<file path="src/rtl/stream_test_pkg.sv">
// Shared encodings for the stream test engine: run modes and FSM states.
package stream_test_pkg;

    localparam logic [1:0] MODE_LOOPBACK  = 2'd0;
    localparam logic [1:0] MODE_GEN       = 2'd1;
    localparam logic [1:0] MODE_CHECK     = 2'd2;
    localparam logic [1:0] MODE_GEN_CHECK = 2'd3;

    typedef enum logic [1:0] {
        StIdle,
        StRun,
        StDrain
    } state_e;

endpackage

</file>
<file path="src/rtl/stream_test_fifo.sv">
// First-word-fall-through synchronous FIFO with flush and occupancy output.
module stream_test_fifo #(
    parameter int unsigned DATA_W = 32,
    parameter int unsigned DEPTH  = 8,
    localparam int unsigned AW    = $clog2(DEPTH),
    localparam int unsigned LVL_W = AW + 1
) (
    input  logic              clk_i,
    input  logic              rst_ni,
    input  logic              flush_i,
    input  logic              push_i,
    input  logic [DATA_W-1:0] wdata_i,
    input  logic              pop_i,
    output logic [DATA_W-1:0] rdata_o,
    output logic              full_o,
    output logic              empty_o,
    output logic [LVL_W-1:0]  level_o
);

    localparam logic [AW-1:0]    PtrOne = AW'(1);
    localparam logic [LVL_W-1:0] LvlOne = LVL_W'(1);

    logic [DATA_W-1:0] mem_q [DEPTH];
    logic [AW-1:0]     wptr_q, rptr_q;
    logic [LVL_W-1:0]  level_q;
    logic              do_push, do_pop;

    assign full_o  = (level_q == LVL_W'(DEPTH));
    assign empty_o = (level_q == '0);
    assign level_o = level_q;
    assign rdata_o = mem_q[rptr_q];
    assign do_push = push_i & ~full_o;
    assign do_pop  = pop_i & ~empty_o;

    always_ff @(posedge clk_i or negedge rst_ni) begin
        if (!rst_ni) begin
            wptr_q  <= '0;
            rptr_q  <= '0;
            level_q <= '0;
        end else if (flush_i) begin
            wptr_q  <= '0;
            rptr_q  <= '0;
            level_q <= '0;
        end else begin
            if (do_push) wptr_q <= wptr_q + PtrOne;
            if (do_pop)  rptr_q <= rptr_q + PtrOne;
            // Simultaneous push and pop leave the level unchanged
            if (do_push && !do_pop) level_q <= level_q + LvlOne;
            else if (!do_push && do_pop) level_q <= level_q - LvlOne;
        end
    end

    always_ff @(posedge clk_i) begin
        if (do_push && !flush_i) mem_q[wptr_q] <= wdata_i;
    end

endmodule

</file>
<file path="src/rtl/stream_test_engine.sv">
// Traffic engine between FT245 user FIFOs: loopback, pattern generator and checker.
module stream_test_engine
    import stream_test_pkg::*;
#(
    parameter int unsigned DATA_W = 32,
    parameter int unsigned DEPTH  = 8,
    parameter int unsigned CNT_W  = 32,
    localparam int unsigned LVL_W = $clog2(DEPTH) + 1
) (
    input  logic              clk_i,
    input  logic              rst_ni,
    input  logic [1:0]        mode_i,
    input  logic              enable_i,
    input  logic              clear_i,
    input  logic              rx_valid_i,
    input  logic [DATA_W-1:0] rx_data_i,
    output logic              rx_read_o,
    input  logic              tx_ready_i,
    output logic              tx_write_o,
    output logic [DATA_W-1:0] tx_data_o,
    output logic              busy_o,
    output logic [CNT_W-1:0]  word_count_o,
    output logic [CNT_W-1:0]  err_count_o,
    output logic              err_flag_o,
    output logic [LVL_W-1:0]  level_o
);

    localparam logic [DATA_W-1:0] DataOne = DATA_W'(1);
    localparam logic [CNT_W-1:0]  CntOne  = CNT_W'(1);
    localparam logic [LVL_W-1:0]  LvlOne  = LVL_W'(1);

    state_e            state_q;
    logic [1:0]        active_mode_q;
    logic [DATA_W-1:0] gen_q, exp_q;
    logic [CNT_W-1:0]  word_cnt_q, err_cnt_q;
    logic              err_flag_q;

    logic              fifo_full, fifo_empty;
    logic [DATA_W-1:0] fifo_head;
    logic [LVL_W-1:0]  fifo_level;
    logic              is_run, is_drain, lb_mode, gen_mode, chk_mode;
    logic              lb_push, lb_pop, chk_pop, mismatch;

    always_comb begin
        is_run     = (state_q == StRun);
        is_drain   = (state_q == StDrain);
        lb_mode    = (active_mode_q == MODE_LOOPBACK);
        gen_mode   = (active_mode_q == MODE_GEN) || (active_mode_q == MODE_GEN_CHECK);
        chk_mode   = (active_mode_q == MODE_CHECK) || (active_mode_q == MODE_GEN_CHECK);
        rx_read_o  = 1'b0;
        tx_write_o = 1'b0;
        if (!clear_i) begin
            if (lb_mode) begin
                // Never pop RX into a full buffer, even when TX pops this cycle
                rx_read_o  = is_run & rx_valid_i & ~fifo_full;
                tx_write_o = (is_run | is_drain) & ~fifo_empty & tx_ready_i;
            end else begin
                rx_read_o  = is_run & rx_valid_i & chk_mode;
                tx_write_o = is_run & tx_ready_i & gen_mode;
            end
        end
        lb_push  = lb_mode & rx_read_o;
        lb_pop   = lb_mode & tx_write_o;
        chk_pop  = chk_mode & rx_read_o;
        mismatch = chk_pop & (rx_data_i != exp_q);
    end

    assign tx_data_o    = lb_mode ? fifo_head : gen_q;
    assign busy_o       = (state_q != StIdle);
    assign word_count_o = word_cnt_q;
    assign err_count_o  = err_cnt_q;
    assign err_flag_o   = err_flag_q;
    assign level_o      = fifo_level;

    stream_test_fifo #(
        .DATA_W(DATA_W),
        .DEPTH (DEPTH)
    ) u_fifo (
        .clk_i  (clk_i),
        .rst_ni (rst_ni),
        .flush_i(clear_i),
        .push_i (lb_push),
        .wdata_i(rx_data_i),
        .pop_i  (lb_pop),
        .rdata_o(fifo_head),
        .full_o (fifo_full),
        .empty_o(fifo_empty),
        .level_o(fifo_level)
    );

    always_ff @(posedge clk_i or negedge rst_ni) begin
        if (!rst_ni) begin
            state_q       <= StIdle;
            active_mode_q <= MODE_LOOPBACK;
            gen_q         <= '0;
            exp_q         <= '0;
            word_cnt_q    <= '0;
            err_cnt_q     <= '0;
            err_flag_q    <= 1'b0;
        end else if (clear_i) begin
            state_q    <= StIdle;
            gen_q      <= '0;
            exp_q      <= '0;
            word_cnt_q <= '0;
            err_cnt_q  <= '0;
            err_flag_q <= 1'b0;
        end else begin
            unique case (state_q)
                StIdle: begin
                    if (enable_i) begin
                        state_q       <= StRun;
                        active_mode_q <= mode_i;
                    end
                end
                StRun: begin
                    // A word pushed on the exit cycle still has to be drained
                    if (!enable_i) begin
                        state_q <= (lb_mode && (!fifo_empty || lb_push)) ? StDrain : StIdle;
                    end
                end
                StDrain: begin
                    if (fifo_empty || (fifo_level == LvlOne && lb_pop)) state_q <= StIdle;
                end
                default: state_q <= StIdle;
            endcase

            if (tx_write_o) word_cnt_q <= word_cnt_q + CntOne;
            if (tx_write_o && gen_mode) gen_q <= gen_q + DataOne;
            // Resync on every popped word so a dropped word costs a single error
            if (chk_pop) exp_q <= rx_data_i + DataOne;
            if (mismatch) begin
                err_flag_q <= 1'b1;
                if (err_cnt_q != '1) err_cnt_q <= err_cnt_q + CntOne;
            end
        end
    end

endmodule

</file>
<file path="config.mk">
export PLATFORM = sky130hd
export DESIGN_NAME = stream_test_engine
export DESIGN_NICKNAME = d
export VERILOG_FILES = /design/src/rtl/stream_test_pkg.sv /design/src/rtl/stream_test_fifo.sv /design/src/rtl/stream_test_engine.sv
export SDC_FILE = /design/constraint.sdc
export NUM_CORES = 1
export LEC_CHECK = 0
export CAP_MARGIN = 15
export CELL_PAD_IN_SITES_DETAIL_PLACEMENT = 1
export CELL_PAD_IN_SITES_GLOBAL_PLACEMENT = 1
export CORE_AREA = 2 2 188 190
export DETAILED_ROUTE_END_ITERATION = 16
export DIE_AREA = 0 0 190 192
export DONT_BUFFER_PORTS = 1
export GPL_ROUTABILITY_DRIVEN = 1
export GPL_TIMING_DRIVEN = 0
export PLACE_DENSITY = 0.85
export REMOVE_ABC_BUFFERS = 1
export SLEW_MARGIN = 20
export SYNTH_ARGS = -nofsm -noshare
export SYNTH_HDL_FRONTEND = slang
export SYNTH_SLANG_ARGS = --single-unit
export TNS_END_PERCENT = 10
</file>
<file path="constraint.sdc">
create_clock -name clk_i -period 5.45 [get_ports clk_i]
set_input_delay 0.545 -clock clk_i [delete_from_list [all_inputs] [get_ports clk_i]]
set_output_delay 0.545 -clock clk_i [all_outputs]
set_load 0.1 [all_outputs]
</file>
Word level (Yosys, flattened, before mapping)
Memories as Yosys holds them, arrays and structs flattened.
Cells that the tools add are included.
{"block": "op_classes", "bitwise": 17, "reduce_logical": 29, "eq_ne": 12, "n_addsub": 8, "mux": 31}
{"operator": "$mux 32", "n": 10}
{"operator": "$add 32x1->32 const B", "n": 4}
{"operator": "$ne 32x32->1", "n": 1}
{"operator": "$ne 32x32->1 const B", "n": 1}
{"operator": "$reduce_bool 2->1", "n": 8}
{"operator": "$and 1x1->1", "n": 13}
{"operator": "$mux 3", "n": 4}
{"operator": "$mux 4", "n": 3}
{"operator": "$mux 2", "n": 5}
{"operator": "$mux 1", "n": 8}
{"operator": "$add 3x1->3 const B", "n": 2}
{"operator": "$eq 2x2->1 const B", "n": 3}
{"operator": "$logic_and 1x1->1", "n": 6}
{"operator": "$ne 3x3->1 const B", "n": 2}
{"operator": "$pmux 2 s3", "n": 1}
{"operator": "$reduce_and 3->1", "n": 2}
{"operator": "$add 4x1->4 const B", "n": 1}
{"operator": "$eq 2x1->1 const B", "n": 2}
{"operator": "$eq 4x1->1 const B", "n": 1}
{"operator": "$eq 4x4->1 const B", "n": 1}
{"operator": "$logic_not 1->1", "n": 4}
{"operator": "$logic_not 2->1", "n": 2}
{"operator": "$logic_not 4->1", "n": 1}
{"operator": "$logic_or 1x1->1", "n": 4}
{"operator": "6 further kinds", "n": 8}
{"block": "totals", "in_bits": 40, "ramBits": 256, "ff_bits": 143, "out_inout_bits": 104, "n_memories": 1, "wordCells": 108}
{"name": "u_fifo.mem_q", "depth": 8, "word_bits": 32, "read_ports": 1, "rd_clocked_by_memory_dff": 0, "write_ports": 1, "line_no": "stream_test_fifo.sv:23", "source": "logic [DATA_W-1:0] mem_q [DEPTH];"}

Depth between registers and ports, before layout
{"block": "logic_depth", "word_depth": 12, "mapped_depth": 10, "depth_no_buf": 8}

By module
A second synthesis with hierarchy kept.
{"block": "unflattened", "cells_unflattened": 1278, "area_unflattened_um2": 18044.8}
{"module": "stream_test_fifo", "n_inst": 1, "seq_area_each_um2": 7937.6, "cells_per_inst": 444, "area_per_inst_um2": 10289.9}
{"module": "stream_test_engine", "n_inst": 1, "seq_area_each_um2": 3328.2, "cells_per_inst": 834, "area_per_inst_um2": 7754.9}

Least setup slack after synthesis
OpenSTA, ideal clock, no wires.
{"block": "synth_timing", "kind": "register -> register", "startpoint": "register u_fifo.level_q[0], in the netlist u_fifo.level_o[0]", "endpoint": "memory u_fifo.mem_q[0][0], enable pin", "arrival_time_ps": 5008, "stages_incl_launch_ff": 6, "setup_slack_ps": -60, "required_time_ps": 4948, "synth_period_minus_slack_ps": 5510, "path_buffers": 0, "setup_time_ps": 502, "path_cell_list": "dfrtp_1 inv_1 ha_1 and3b_1 nand3b_1 nor4_1"}
{"block": "synth_between", "elab_chain_len": 10}
{"element": "start: declaration", "line_no": "stream_test_fifo.sv:25", "source": "logic [LVL_W-1:0] level_q;"}
{"element": "start signal: assignment", "line_no": "stream_test_fifo.sv:48", "source": "if (do_push && !do_pop) level_q <= level_q + LvlOne;"}
{"element": "start signal: assignment", "line_no": "stream_test_fifo.sv:49", "source": "else if (!do_push && do_pop) level_q <= level_q - LvlOne;"}
{"element": "$eq 4x4->1 (*)", "line_no": "stream_test_fifo.sv:28", "source": "assign full_o = (level_q == LVL_W'(DEPTH));"}
{"element": "$not 1->1 (*)", "line_no": "stream_test_fifo.sv:32, stream_test_engine.sv:55"}
{"element": "$and 1x1->1", "line_no": "stream_test_engine.sv:55", "source": "rx_read_o = is_run & rx_valid_i & ~fifo_full;"}
{"element": "$mux 1", "line_no": "stream_test_engine.sv:53", "source": "if (lb_mode) begin"}
{"element": "$mux 1", "line_no": "stream_test_engine.sv:52", "source": "if (!clear_i) begin"}
{"element": "$and 1x1->1", "line_no": "stream_test_engine.sv:62", "source": "lb_push = lb_mode & rx_read_o;"}
{"element": "$and 1x1->1 (*)", "line_no": "stream_test_fifo.sv:32", "source": "assign do_push = push_i & ~full_o;"}
{"element": "$logic_and 1x1->1 (*)", "line_no": "stream_test_fifo.sv:54", "source": "if (do_push && !flush_i) mem_q[wptr_q] <= wdata_i;"}
{"element": "$mux 1 (*)", "line_no": "stream_test_fifo.sv:54"}
{"element": "$mux 1 (not written as such) (*)", "line_no": "stream_test_fifo.sv:54"}
{"element": "end: declaration", "line_no": "stream_test_fifo.sv:23"}
Mark *: on every way between the ends. The rest lies on a longest branch, timed or not.

Final worst setup path
{"block": "layout_timing", "startpoint": "register u_fifo.level_q[0], in the netlist u_fifo.level_o[0]", "endpoint": "memory u_fifo.mem_q[2][28], enable pin"}
The elaborated chain is that of the path after synthesis.

==> run metrics <==
area grow syn2layout=13.0%; crit-path max FO=10; Pwr Total=0.00672 W; Setup CP Type=flop to flop; Avg Vias per Cell=between 6 and 7; WHS=0.0208 ns; Synth Area per Inst=13.4 um2; top-count cell post-synth=edfxtp_1; Async SR Flop Fraction=a little over a third; Initial Utilization=approximately 53%; sequential cell fraction of total power=between 40% and 50%; Seq/Total Area, Yosys=62.6%; FILL cells=3,218; Fin. Hold Viols=0; Post-Syn Area=between 15,000 and 20,000 um2; Slew Limit Fails=0; Worst Path Required=around 5.7 ns; crit share post-route=between 70% and 80%; Vias=approximately 12,000; RSZ-0062 raised after global routing=false; Pwr Density=between 300 and 400 nW/um2; Leak=slightly above 7 nW; number of synthesized register bits=around 400; GP Congestion=around 0.82; Setup violations, final=0; DRT Wirelength=between 40,000 and 50,000 um; Clk network pwr share=a little over two fifths; CTS buffer count=roughly 40; slew margin rel.=around 21%; total clock sinks=399; setup_tns=0 ns; antenna-violating nets left=0; Skew-Pair Late Insertion Delay=between 0.5 and 0.6 ns; multi-input logic area=roughly 6600 um2; core box area=34,300 um2; first-pass GRT wire length=77,300 um; switching share of power=roughly a quarter; # rows=slightly below 70; Layout Nets=1,409; storage element area=~11,000 um2; Max Clock Skew=about 0.0096 ns; Final Util=around three fifths; mean routed wirelength per cell=roughly 27 um; Die Area=36,500 um2; CTS tree=done; Post-synth top flop=edfxtp_1; synthesized instance count=1,342; initial antenna violation count=0; Synth top area share=42.7%; die height=about 190 um; FMAX=around 0.24 GHz; Final Cell Area=~20,000 um2; Die Wd=roughly 190 um; Commonest cells post-synth=edfxtp_1, dfrtp_1, nand2_1; internal power=0.00506 W; CP Capture Type=flop; Switch Pwr=0.00167 W; vias in the first global route=between 10,000 and 15,000; CTS max path bufs=3; Logic pwr share=under 10%; max-cap viol count=0; Synth cell types=59; H-tree depth=2; Worst EP arrival=4.50 ns; status=complete, no violations; TritonRoute pass-1 iters=7; clk root buf=clkbuf_16; number of diodes=0; DRC errors left=0; CTS clock-pin slew for the worst setup and hold paths=around 0.060 ns; largest net degree at the start of global routing=roughly 140; total gr overflow=0; ratio of cells with drive above 1 in the final layout=about 17%; min cycle time layout=4.25 ns; DP Wirelength=31,900 um; Synth area leaders=edfxtp_1, dfrtp_1, mux4_2, mux2i_1, xor2_1; Hold Path Class=input port to asynchronous set/reset pin; Total GRT Usage=27.9%; area post-placement=approximately 19,000 um2; Ports=144; post_cts resized=0; area leader, netlist=edfxtp_1; EDFF count, synth=between 200 and 300; Peak supply drop=0.229 mV; CP startpoint kind=flop; DR iter-0 viols=960; warnings from Yosys=0; port buffer count=0; worst slew pin tran=roughly 1.2 ns
==> path summary, 6_finish.rpt <==
| check | cells after the start | slack (ns) | to | start |
|---|---|---|---|---|
| worst max-delay path | 9 | 1.20 | u_fifo.mem_q[2][28] | u_fifo.level_o[0] |
| worst min-delay path | 1 | 0.02 | word_count_o[3] | rst_ni |
| worst max register to register | 9 | 1.20 | u_fifo.mem_q[2][28] | u_fifo.level_o[0] |
| worst min register to register | 1 | 0.52 | gen_q[21] | gen_q[21] |
| max in group asynchronous | 1 | 4.85 | err_count_o[5] | rst_ni |
| min in group clk_i | 1 | 0.07 | err_count_o[10] | clear_i |
==> sequential cells by signal, indices dropped and copies added, names as in the netlist, 3 cells and up <==
name / cells
word_count_o: 32
exp_q: 32
u_fifo.wptr_q: 3
u_fifo.mem_q: 256
u_fifo.level_o: 4
gen_q: 32
u_fifo.rptr_q: 3
err_count_o: 32
==> metrics by stage <==
stage,cells,setup slack [ns]
after floorplan,1278,-0.416
after global placement,1733,-3.21
after detailed placement,1767,1.37
after CTS,1844,1.23
after global routing,1844,1.09
final,1844,1.20
==> layout make-up <==
cell class / count / area share (%)
repair buffers: 35 / 2.14
well taps: 455 / 2.80
clock inverters: 25 / 1.26
multi-input cells: 855 / 32.3
inverters: 24 / 0.516
clock buffers: 51 / 5.58
flip-flops and latches: 399 / 55.4
==> logic make-up after synthesis <==
group | synth area share (%)
buffers and inverters | 2.00
adder cells (fa/ha/maj) | 0.903
AO/OA/AOI/OAI | 4.81
flip-flops | 62.6
XOR/XNOR | 4.96
AND/OR/NAND/NOR | 13.1
multiplexers | 11.7
==> worst max-delay path: stages (launching register included) <==
cell	delay, ns
dfrtp_1	1.03
inv_1	0.22
ha_1	0.33
and3b_1	0.23
nor3b_2	0.70
nand2_1	0.44
nor3_2	0.31
buf_4	0.26
buf_4	0.23
buf_4	0.20
==> power groups by stage <==
stage / logic [W] / registers [W] / clock network (W)
after global routing: 0.000538 / 0.00330 / 0.00305
final: 0.000515 / 0.00330 / 0.00291
after floorplan: 0.000378 / 0.00335 / 0
after detailed placement: 0.000482 / 0.00336 / 0
after global placement: 0.000429 / 0.00335 / 0
after CTS: 0.000515 / 0.00330 / 0.00295
==> per-layer routing <==
metal	routed length [um]	global-route usage (%)	share of wire, %
met5	0	0	0
met1	18500	34.7	37
met4	1430	10.3	2.9
met3	4160	7.09	8.4
met2	25400	47.3	51
==> timing repair <==
action / CTS / global route
buffers inserted: 0 / 0
hold buffers: 1 / 0
hold endpoints to repair: 143 / 0
==> cell usage in the layout (no fill, tap or decap), types with 4 or more instances in the layout <==
master	count
ha_1	13
nand3_1	80
o21ai_0	44
o31ai_1	15
nor4_1	20
nor2_4	4
clkinvlp_4	4
clkinv_2	9
clkbuf_16	43
o21ai_1	5
or2_2	4
and4_1	9
mux2i_1	54
nand2_1	120
buf_16	6
clkinv_1	6
or3_1	19
xnor2_1	43
nor2b_1	11
o211ai_1	4
xor2_1	59
buf_4	15
and2_1	10
nor3_2	5
buf_2	4
inv_1	22
mux2_1	7
nor2_1	80
bufinv_16	5
edfxtp_1	256
clkbuf_1	5
mux4_2	64
a21oi_1	35
nand4_1	21
buf_6	7
dfrtp_1	140
o21ai_2	32
nor3_1	16
or4_1	13
and3_1	25
Power figures use the tool's default switching activity.
